==> src/rtl/ita_output_writer.sv <==
// ita_output_writer: takes the ITA result stream (one N-lane row segment per
// beat) and writes each beat through a single-port req/gnt memory interface.
// Beats are written to a tiled row-major matrix: column tile outer, row inner.
//
// Ports:
//   clk_i, rst_ni                    clock, async active-low reset
//   start_i                          job start (taken only in IDLE)
//   base_addr_i, row_stride_i        byte address of (0,0), row pitch
//   num_rows_i, num_col_tiles_i      job shape (latched on start)
//   oup_valid_i/oup_ready_o/oup_i    ITA output stream
//   mem_req_o/mem_gnt_i              memory write handshake
//   mem_addr_o/mem_wdata_o           write address / data (FIFO head)
//   busy_o, done_o                   job in flight / one-cycle job-end pulse
//   stall_cnt_o                      req-without-gnt cycle count
//
// Build option: define ITA_OUTPUT_WRITER_STALL_CNT_EN to build the saturating
// stall counter; otherwise stall_cnt_o is tied to 0.
module ita_output_writer #(
  parameter int unsigned N  = 16,
  parameter int unsigned WI = 8,
  parameter int unsigned AW = 32,
  parameter int unsigned CW = 16
) (
  input  logic            clk_i,
  input  logic            rst_ni,
  input  logic            start_i,
  input  logic [AW-1:0]   base_addr_i,
  input  logic [AW-1:0]   row_stride_i,
  input  logic [CW-1:0]   num_rows_i,
  input  logic [CW-1:0]   num_col_tiles_i,
  input  logic            oup_valid_i,
  output logic            oup_ready_o,
  input  logic [N*WI-1:0] oup_i,
  output logic            mem_req_o,
  input  logic            mem_gnt_i,
  output logic [AW-1:0]   mem_addr_o,
  output logic [N*WI-1:0] mem_wdata_o,
  output logic            busy_o,
  output logic            done_o,
  output logic [31:0]     stall_cnt_o
);

  localparam int unsigned DW         = N * WI;
  localparam int unsigned TILE_BYTES = DW / 8;

  typedef enum logic [1:0] {IDLE, RUN, DRAIN, DONE} state_e;

  typedef struct packed {
    logic [AW-1:0] addr;
    logic [DW-1:0] data;
  } entry_t;

  state_e        state_q, state_d;
  logic [AW-1:0] row_stride_q;
  logic [CW-1:0] num_rows_q, num_col_tiles_q;
  logic [AW-1:0] row_ptr_q, row_ptr_d;
  logic [AW-1:0] tile_ptr_q, tile_ptr_d;
  logic [CW-1:0] row_cnt_q, row_cnt_d;
  logic [CW-1:0] tile_cnt_q, tile_cnt_d;

  entry_t        fifo_q [2];
  logic          wr_ptr_q, rd_ptr_q;
  logic [1:0]    cnt_q, cnt_d;

  logic          cfg_load;
  logic          push, pop;

  assign cfg_load    = (state_q == IDLE) && start_i;
  assign oup_ready_o = (state_q == RUN) && (cnt_q != 2'd2);
  assign push        = oup_valid_i && oup_ready_o;
  assign mem_req_o   = (cnt_q != 2'd0);
  assign pop         = mem_req_o && mem_gnt_i;
  assign mem_addr_o  = fifo_q[rd_ptr_q].addr;
  assign mem_wdata_o = fifo_q[rd_ptr_q].data;
  assign busy_o      = (state_q != IDLE);
  assign done_o      = (state_q == DONE);

  // Next state, address walk and FIFO occupancy
  always_comb begin
    state_d    = state_q;
    row_ptr_d  = row_ptr_q;
    tile_ptr_d = tile_ptr_q;
    row_cnt_d  = row_cnt_q;
    tile_cnt_d = tile_cnt_q;
    cnt_d      = cnt_q + 2'(push) - 2'(pop);

    unique case (state_q)
      IDLE: begin
        if (start_i) begin
          row_ptr_d  = base_addr_i;
          tile_ptr_d = base_addr_i;
          row_cnt_d  = '0;
          tile_cnt_d = '0;
          if ((num_rows_i == '0) || (num_col_tiles_i == '0)) state_d = DONE;
          else                                               state_d = RUN;
        end
      end
      RUN: begin
        if (push) begin
          if (row_cnt_q == num_rows_q - CW'(1)) begin
            // Row wrap: step to the next column tile and restart its rows
            row_cnt_d  = '0;
            tile_cnt_d = tile_cnt_q + CW'(1);
            tile_ptr_d = tile_ptr_q + AW'(TILE_BYTES);
            row_ptr_d  = tile_ptr_q + AW'(TILE_BYTES);
            if (tile_cnt_q == num_col_tiles_q - CW'(1)) state_d = DRAIN;
          end else begin
            row_cnt_d = row_cnt_q + CW'(1);
            row_ptr_d = row_ptr_q + row_stride_q;
          end
        end
      end
      // Leave as soon as the final grant empties the buffer
      DRAIN:   if (cnt_d == 2'd0) state_d = DONE;
      DONE:    state_d = IDLE;
      default: state_d = IDLE;
    endcase
  end

  // State, pointers and counters
  always_ff @(posedge clk_i or negedge rst_ni) begin
    if (!rst_ni) begin
      state_q    <= IDLE;
      row_ptr_q  <= '0;
      tile_ptr_q <= '0;
      row_cnt_q  <= '0;
      tile_cnt_q <= '0;
      cnt_q      <= '0;
    end else begin
      state_q    <= state_d;
      row_ptr_q  <= row_ptr_d;
      tile_ptr_q <= tile_ptr_d;
      row_cnt_q  <= row_cnt_d;
      tile_cnt_q <= tile_cnt_d;
      cnt_q      <= cnt_d;
    end
  end

  // Job configuration
  always_ff @(posedge clk_i or negedge rst_ni) begin
    if (!rst_ni) begin
      row_stride_q    <= '0;
      num_rows_q      <= '0;
      num_col_tiles_q <= '0;
    end else if (cfg_load) begin
      row_stride_q    <= row_stride_i;
      num_rows_q      <= num_rows_i;
      num_col_tiles_q <= num_col_tiles_i;
    end
  end

  // Two-entry {addr, data} buffer between stream and memory
  always_ff @(posedge clk_i or negedge rst_ni) begin
    if (!rst_ni) begin
      fifo_q[0] <= '0;
      fifo_q[1] <= '0;
      wr_ptr_q  <= 1'b0;
      rd_ptr_q  <= 1'b0;
    end else begin
      if (push) begin
        fifo_q[wr_ptr_q] <= '{addr: row_ptr_q, data: oup_i};
        wr_ptr_q         <= ~wr_ptr_q;
      end
      if (pop) rd_ptr_q <= ~rd_ptr_q;
    end
  end

`ifdef ITA_OUTPUT_WRITER_STALL_CNT_EN
  logic [31:0] stall_cnt_q;

  // Saturating count of cycles where a request waits for its grant
  always_ff @(posedge clk_i or negedge rst_ni) begin
    if (!rst_ni)                                          stall_cnt_q <= '0;
    else if (cfg_load)                                    stall_cnt_q <= '0;
    else if (mem_req_o && !mem_gnt_i && stall_cnt_q != '1) stall_cnt_q <= stall_cnt_q + 32'd1;
  end

  assign stall_cnt_o = stall_cnt_q;
`else
  assign stall_cnt_o = '0;
`endif

endmodule

==> config.mk <==
export PLATFORM = sky130hd
export DESIGN_NAME = ita_output_writer
export DESIGN_NICKNAME = d
export VERILOG_FILES = /design/src/rtl/ita_output_writer.sv
export SDC_FILE = /design/constraint.sdc
export NUM_CORES = 1
export LEC_CHECK = 0
export CORE_AREA = 2 2 219 221
export CTS_CLUSTER_SIZE = 30
export DETAILED_ROUTE_END_ITERATION = 8
export DIE_AREA = 0 0 221 223
export PLACE_DENSITY = 0.8
export SYNTH_ARGS = -nofsm -noshare
export SYNTH_HDL_FRONTEND = slang
export SYNTH_SLANG_ARGS = --single-unit
==> constraint.sdc <==
create_clock -name clk_i -period 4.05 [get_ports clk_i]
set_clock_uncertainty 0.05 [all_clocks]
set_input_delay 1.0125 -clock clk_i [delete_from_list [all_inputs] [get_ports clk_i]]
set_output_delay 1.0125 -clock clk_i [all_outputs]
set_load 0.02 [all_outputs]
=== Word-level counts from Yosys, hierarchy flattened ===
Index checks and enable logic that the tools add are counted.

* Bits of input ports: 229
* Flip-flop bits (word level): 486

* Bitwise operators: 4
* Reduce and logical (&&, ||, !) cells: 16
* Mux-type cells: 27
* Eq/ne operators: 11
* Magnitude comparators: 3
* Add/sub/neg operators: 8

{| class="wikitable"
|+ Operators with widths
! cell !! count
|-
| two-way mux 160 bit || 4
|-
| bitwise mux 320 bit || 1
|-
| demux 160 bit (select 1 bit) || 1
|-
| two-way mux 32 bit || 5
|-
| case mux 32 bit (2 select lines) || 2
|-
| two-way mux 16 bit || 5
|-
| case mux 16 bit (2 select lines) || 2
|-
| adder 16 x 1 -> 16 bit (second input constant) || 2
|-
| adder 32 bit || 1
|-
| adder 32 x 5 -> 32 bit (second input constant) || 1
|-
| equality test 16 bit || 2
|-
| logical NOT 16 bit || 2
|-
| subtractor 16 x 1 -> 16 bit (second input constant) || 2
|-
| two-way mux 2 bit || 6
|-
| != test 2 bit (second input constant) || 4
|-
| case mux 2 bit (4 select lines) || 1
|-
| nonzero test 2 bit || 3
|-
| logical AND 1 bit || 5
|-
| AND reduction 5 bit || 1
|-
| equality test 2 bit (second input constant) || 2
|-
| greater-or-equal comparator 2 bit (second input constant) || 2
|-
| logical NOT 2 bit || 2
|-
| != test 2 x 1 -> 1 bit (second input constant) || 2
|-
| inverter 1 -> 2 bit || 2
|-
| other kinds (8) || 9
|}

=== Depth between registers and ports, before layout ===
Gate-level depths: netlist (run 1).

* Word-level depth: 8
* Depth in mapped cells: 17
* Mapped depth without buffers: 16

=== Least setup slack after synthesis (run 1) ===
No wires, ideal clock.

* Path type: register -> register
* Start: register state_q[1]
* End: register state_q[0]
* Required time: 3.921 ns
* Clock period less this slack: 3.400 ns
* Path buffers: 1
* Data arrival time: 3.271 ns
* Slack: 0.650 ns
* Setup time: 0.079 ns
* Stages on the path, launching flop included: 18
* Cell sequence: dfrtp_1 -> inv_1 -> ha_1 -> clkbuf_1 -> and2_1 -> nand2_1 -> ha_1 -> inv_1 -> ha_1 -> xnor2_1 -> xnor2_1 -> o21ai_0 -> nand2_1 -> nor4_1 -> o211a_1 -> nand4_1 -> o31ai_4 -> mux2i_1

* Word-level cells in the longest chain between the ends: 8

{| class="wikitable"
|+ Ends and longest elaborated chain
! element !! line !! source
|-
| start: declaration || 53 || <nowiki>state_e state_q, state_d;</nowiki>
|-
| start signal: assignment || 130 || <nowiki>state_q <= state_d;</nowiki>
|-
| equality test 2 x 1 -> 1 bit || 69 || <nowiki>assign oup_ready_o = (state_q == RUN) && (cnt_q != 2'd2);</nowiki>
|-
| logical AND 1 bit || 69 ||
|-
| via oup_ready_o || 32 || <nowiki>output logic oup_ready_o,</nowiki>
|-
| logical AND 1 bit || 70 || <nowiki>assign push = oup_valid_i && oup_ready_o;</nowiki>
|-
| adder 2 x 1 -> 2 bit || 85 || <nowiki>cnt_d = cnt_q + 2'(push) - 2'(pop);</nowiki>
|-
| subtractor 2 x 1 -> 2 bit || 85 ||
|-
| via cnt_d[1] || 63 || <nowiki>logic [1:0] cnt_q, cnt_d;</nowiki>
|-
| logical NOT 2 bit || 114 || <nowiki>DRAIN: if (cnt_d == 2'd0) state_d = DONE;</nowiki>
|-
| != test 2 bit (no source line) || -- ||
|-
| AND reduction 5 bit (no source line) || -- ||
|}

The timed path passes the listed nets, and every way through them passes these cells.
A chain may end at the register's enable or synchronous reset.

=== Final worst setup path (run 1) ===
* Start: register rd_ptr_q
* End: output port mem_addr_o[31]

* Word-level cells in the longest chain between the ends: 4

{| class="wikitable"
|+ Ends and longest elaborated chain
! element !! line !! source
|-
| start: declaration || 62 || <nowiki>logic wr_ptr_q, rd_ptr_q;</nowiki>
|-
| start signal: assignment || 164 || <nowiki>if (pop) rd_ptr_q <= ~rd_ptr_q;</nowiki>
|-
| inverter 1 -> 2 bit (implied by the code) || 73 || <nowiki>assign mem_addr_o = fifo_q[rd_ptr_q].addr;</nowiki>
|-
| two-way mux 160 bit (3 in a row) || -- ||
|-
| end: declaration || 36 || <nowiki>output logic [AW-1:0] mem_addr_o,</nowiki>
|}

No other way between the ends. The select of a mux whose other input is x is not followed.

==> results of run 1 <==
==> registers in the layout, indices dropped and copies added, names as in the netlist, 16 cells and up <==
| signal | count |
|---|---|
| fifo_q | 320 |
| row_ptr_q | 32 |
| row_stride_q | 32 |
| tile_ptr_q | 32 |
| num_col_tiles_q | 16 |
| num_rows_q | 16 |
| row_cnt_q | 16 |
| tile_cnt_q | 16 |
==> logic make-up (layout without fill, tap and decap cells) <==
family | after synthesis | in the layout | share of synthesized area, %
multiplexers | 563 | 563 | 25.24
flip-flops | 486 | 486 | 48.60
AND/OR/NAND/NOR | 411 | 411 | 8.340
AO/OA/AOI/OAI | 317 | 317 | 8.305
buffers and inverters | 185 | 556 | 3.430
XOR/XNOR | 110 | 110 | 3.850
adder cells (fa/ha/maj) | 44 | 44 | 2.220
other | 1 | 42 | 0.01498
==> power by group <==
| part | total [mW] | leakage (nW) | switching [mW] | internal, mW |
|---|---|---|---|---|
| registers | 8.84 | 5.94 | 1.68 | 7.16 |
| clock network | 4.92 | 0.857 | 2.03 | 2.88 |
| logic | 14.9 | 6.78 | 7.44 | 7.49 |
==> layout by cell type (no fill, tap or decap), types with 16 or more instances in the layout <==
cell	synthesis	final
ha_1	42	41
a31o_2	16	16
xor2_1	45	45
nand3_1	37	36
nor2_1	103	103
a21o_1	32	31
clkdlybuf4s50_1	0	391
mux2i_1	18	18
inv_1	28	28
xnor2_1	65	65
conb_1	1	32
clkbuf_16	0	53
o21ai_0	62	62
nand2_1	111	110
nand4_1	29	29
mux2_2	545	545
dfrtp_1	486	485
nor3_1	17	17
buf_4	34	28
and3_1	32	32
a21oi_1	84	84
o22ai_1	28	28
==> worst paths after layout <==
| path | startpoint | to | slack (ns) | cells after the start |
|---|---|---|---|---|
| setup / recovery | rd_ptr_q | mem_addr_o[31] | 0.18 | 3 |
| hold / removal | rst_ni | fifo_q[152] | 0.31 | 1 |
| setup reg to reg | num_rows_q[0] | tile_ptr_q[9] | 0.42 | 12 |
| hold reg to reg | fifo_q[129] | fifo_q[129] | 0.43 | 2 |
| max in group asynchronous | rst_ni | fifo_q[184] | 2.63 | 2 |
| min in group clk_i | fifo_q[129] | fifo_q[129] | 0.43 | 2 |
==> layer usage <==
metal  share of wire (%)  up-vias  wire length [um]
met5               0.086        -                58
met4                 3.9       10              2656
met3                 7.1      167              4792
met2                  48      596             32510
met1                  41     9129             27420
li1                    -     8329                 -
==> per-stage QoR <==
| step | setup slack [ns] | util, % | cell area, um^2 | hold slack, ns |
|---|---|---|---|---|
| finish | 0.1752 | 66.54 | 31370 | 0.3057 |
| global placement | 0.1886 | 62.73 | 29570 | 0.4095 |
| detailed placement | 0.1822 | 62.73 | 29570 | 0.4266 |
| CTS | 0.1179 | 66.49 | 31350 | 0.3000 |
| global route | 0.07521 | 66.53 | 31360 | 0.3129 |
| floorplan | 0.6500 | - | 25140 | 0.3944 |
==> area by class of cell <==
class                   instances  area share (%)
repair buffers                432           13.96
clock buffers                  71           4.698
inverters                      28          0.3350
flip-flops and latches        486           38.78
well taps                     615           2.453
clock inverters                25          0.9492
diodes                         10         0.07977
multi-input cells            1477           38.75
==> results.yml, run 1 <==
global_routing:
  first_global_vias: 18960
  met2_usage_pct: 44.86
  grt_busiest_layer: "met2"
  grt_use_total_pct: 26.91
  antenna_found_initial: 16
  grt_util_met3_pct: 6.875
  grt_max_degree: 110
  overflow: 0
  globalRouteMet1Util_pct: 33.31
  grt_pass1_wl_mm: 105.5
setup_path:
  path_cells: "buf_4, mux2_2, clkdlybuf4s50_1"
  crit_family: "buffers and inverters"
  worst_setup_path_start_kind: "flop"
  critPathBufInv: 2
  critPathMaxFanout: 39
  cp.required_ns: 2.99
  crit_type: "reg2out"
  critPathMaxStageDelay_ns: 0.85
  cp_slowest_cell: "dfrtp_4"
  critical_path_arrival_ns: 2.81
  endpoint_kind: "primary output"
cells_and_area:
  multi_input_area_um2: 12160
  layout.cells.non_filler: 3144
  areaGrowthSynthToFinish_pct: 25.36
  seq_area_um2: 12170
  layout-drive-gt1-share_pct: 28.34
  nets: 2750
  fillers: 3452
clock_network:
  clock-sinks: 486
  cts_buffer_depth: 3
  clk_pin_slew_worst_paths_ns: 0.06
  root_buffer: "clkbuf_16"
  insertion_delay_ns: 0.61
  cts_tree: "yes"
  cts_hold_buf: 0
  numCtsBuffers: 53
  cts_resized: 0
  cts-htree-levels: 2
  post-cts-setup-buffers: 0
power_and_ir_drop:
  p_leak_nw: 13.58
  peakVddDrop_mv: 0.6653
  power.total_mw: 28.69
  p_per_area_nw_per_um2: 914.5
die:
  start_util_pct: 53.08
  die_area_um2: 49280
  num_rows: 80
  core_um2: 47150
  die_w_um: 221
  die_h_um: 223
  io_pins: 425
sta:
  rsz0062_at_grt: "false"
  relSlewSlack_pct: 25.48
  setup_violations: 0
  final_hold_viol_count: 0
  timing.final.crit_share_pct: 95.67
  tightest_slew_ns: 1.114
  fin_tns_setup_ns: 0
  period_needed_ns: 3.875
  clock.fmax_mhz: 258.1
  final-max-slew-violation-count: 0
route:
  ant_nets: 0
  drt_drc_violations_left: 0
  routed_wl_mm: 67.44
  dr.pass1.iters: 6
  dr_total_vias: 18230
  drtIter0Drc: 1122
  vias_per_cell: 5.799
  wire_per_inst_um: 21.45
yosys:
  synth.area.top_cells: "dfrtp_1, mux2_2, xnor2_1, ha_1, a21oi_1"
  synth_top_area_cell: "dfrtp_1"
  synth_edf_count: 0
  post-synth-top-count-cell: "mux2_2"
  synth.distinct_cells: 79
  yosysSeqAreaShare_pct: 48.60
  synthTopCellsByCount: "mux2_2, dfrtp_1, nand2_1"
  avgSynthCellArea_um2: 11.82
  yosys.area.top_type_share_pct: 48.60
  ys.flop_type: "dfrtp_1"
  syn-cell-area_um2: 25030
  yosysWarnings: 0
  syn_inst: 2117
  synth-async-reset-ratio_pct: 100.0
  ys_seq_elements: 486
placed_design:
  post-place-cells: 3038
  io_buffers: 392
  dpl.hpwl_mm: 47.48
  place_congestion: 0.9076
job:
  drv_cap: 0
outcome:
  status: "finished, final reports clean"
hold_path:
  hp-class: "in2async"
(Power assumes the default switching activity.)
==> run 2: changes to the inputs <==
--- a/config.mk
+++ b/config.mk
@@ -5,6 +5,7 @@
 export SDC_FILE = /design/constraint.sdc
 export NUM_CORES = 1
 export LEC_CHECK = 0
+export CAP_MARGIN = 15
 export CORE_AREA = 2 2 219 221
 export CTS_CLUSTER_SIZE = 30
 export DETAILED_ROUTE_END_ITERATION = 8
==> results of run 2 <==
The final DEF is identical to that of run 1; final timing and power are the same.
==> run 3: changes to the inputs <==
--- a/config.mk
+++ b/config.mk
@@ -6,11 +6,10 @@
 export NUM_CORES = 1
 export LEC_CHECK = 0
 export CAP_MARGIN = 15
-export CORE_AREA = 2 2 219 221
+export CORE_AREA = 2 2 254 256
 export CTS_CLUSTER_SIZE = 30
 export DETAILED_ROUTE_END_ITERATION = 8
-export DIE_AREA = 0 0 221 223
-export PLACE_DENSITY = 0.8
+export DIE_AREA = 0 0 256 258
 export SYNTH_ARGS = -nofsm -noshare
 export SYNTH_HDL_FRONTEND = slang
 export SYNTH_SLANG_ARGS = --single-unit
==> results.yml, run 3 (same netlist as run 1, synthesis figures left out) <==
outcome:
  status: "finished, final reports clean"
global_routing:
  grt_pass1_wl_mm: 109.8
  overflow: 0
  grt_use_total_pct: 20.84
  antenna_found_initial: 6
  first_global_vias: 18550
  grt_max_degree: 99
die:
  io_pins: 425
  num_rows: 93
  die_w_um: 256
  start_util_pct: 39.32
  die_area_um2: 66050
  die_h_um: 258
  core_um2: 63650
cells_and_area:
  fillers: 5649
  largest_register_ffs: 320
  nets: 2759
  regMostFlops: "fifo_q"
  final_util_pct: 49.98
  design_area_um2: 31810
  layout-drive-gt1-share_pct: 28.86
  layout_commonest_cell: "mux2_2"
  areaGrowthSynthToFinish_pct: 27.11
  most-common-layout-cells: "mux2_2, dfrtp_1, clkdlybuf4s50_1"
  layout.cells.non_filler: 3390
clock_network:
  cts_resized: 0
  root_buffer: "clkbuf_16"
  post-cts-setup-buffers: 0
  clock-sinks: 486
  cts_tree: "yes"
  cts-htree-levels: 2
  clk_pin_slew_worst_paths_ns: 0.06
  cts_buffer_depth: 3
  insertion_delay_ns: 0.61
  cts_hold_buf: 0
  numCtsBuffers: 56
setup_path:
  ff2ff_path_depth: 13
  r2r_end: "tile_ptr_q[18]"
  rr_startpoint: "num_rows_q[0]"
  crit_type: "reg2out"
  path_cells: "buf_4, mux2_2, clkdlybuf4s50_1"
  cp_slowest_cell: "dfrtp_4"
  critical_path_arrival_ns: 2.82
  worst_setup_path_start_kind: "flop"
  cp.required_ns: 2.99
  critPathMaxStageDelay_ns: 0.82
  endpoint_kind: "primary output"
  ff2ff_setup_slack_ns: 0.53
  critPathMaxFanout: 29
route:
  dr_total_vias: 18020
  dr.pass1.iters: 5
  routed_wl_mm: 69.69
  vias_per_cell: 5.314
  wire_per_inst_um: 20.56
  drtIter0Drc: 902
  drt_drc_violations_left: 0
  ant_nets: 0
sta:
  tightest_slew_ns: 1.017
  timing.final.crit_share_pct: 95.83
  holdWs_ns: 0.2982
  relSlewSlack_pct: 32.17
  setup_violations: 0
  worst_slack_ns: 0.1689
  final_hold_viol_count: 0
  period_needed_ns: 3.881
  rsz0062_at_grt: "false"
  final-max-slew-violation-count: 0
  fin_tns_setup_ns: 0
  clock.fmax_mhz: 257.7
power_and_ir_drop:
  combPwrFrac_pct: 51.5
  p_int_mw: 17.67
  clkPwrFrac_pct: 17.8
  p_per_area_nw_per_um2: 905.1
  pwr-share-seq_pct: 30.6
  switching_power_mw: 11.12
  switching_share_pct: 38.63
  peakVddDrop_mv: 0.6673
  power.total_mw: 28.79
  p_leak_nw: 13.68
placed_design:
  dpl.hpwl_mm: 50.20
  pre_cts_slack_ns: 0.1139
  post-place-cells: 3284
  io_buffers: 392
  dpl_cell_area_um2: 29910
  place_congestion: 0.8370
job:
  drv_cap: 0
hold_path:
  hp-class: "in2async"
## run 3: cell count changes in the layout (fill, tap and decap cells not counted)
cell / before / now
buf_4: 28 / 35
clkinv_4: 0 / 3
inv_16: 2 / 1
clkbuf_8: 8 / 12
clkinvlp_4: 7 / 3
clkbuf_1: 10 / 7
bufinv_16: 5 / 4
clkinv_16: 0 / 1
clkinv_2: 11 / 17
clkbuf_16: 53 / 56
buf_12: 12 / 11
diode_2: 10 / 2
## run 3: worst max-delay path, delay by kind of cell (launching register included)
kind	cells	cell delay [ns]
buffers and inverters	2	1.00
flip-flops	1	0.82
multiplexers	1	0.37
## run 3: worst max path at each step
stage,from,depth (start not counted),to,slack (ns)
finish,rd_ptr_q,3,mem_addr_o[3],0.17
global route,rd_ptr_q,3,mem_addr_o[0],0.05
CTS,rd_ptr_q,3,mem_addr_o[0],0.09
detailed placement,oup_valid_i,14,state_q[1],0.11
global placement,oup_valid_i,14,state_q[1],0.16
floorplan,state_q[1],17,state_q[0],0.65
## run 3: layout make-up
cell class              count  area (um^2)  share of cell area, %
flip-flops and latches    486        12170                  38.24
multi-input cells        1477        12160                  38.21
repair buffers            438         4412                  13.87
clock buffers              75         1593                  5.007
well taps                 855         1070                  3.363
clock inverters            29        304.0                 0.9558
inverters                  28        105.1                 0.3304
diodes                      2        5.005                0.01573
## run 3: power by group through the flow
stage / Combinational [mW] / Clock, mW / Sequential (mW)
finish: 14.8 / 5.13 / 8.82
global route: 16.0 / 5.50 / 9.16
CTS: 14.9 / 5.30 / 8.83
detailed placement: 14.9 / 0 / 8.91
global placement: 14.6 / 0 / 8.72
floorplan: 10.2 / 0 / 8.18
## run 3: routing by layer
layer / part of all wire, % / track usage (%) / vias to the layer above / wire length [um]
met5: 0.082 / 0 / - / 57
met4: 2.0 / 4.841 / 8 / 1412
met3: 5.4 / 4.486 / 100 / 3782
met2: 48 / 34.50 / 445 / 33420
met1: 45 / 28.02 / 9106 / 31020
li1: - / - / 8356 / -
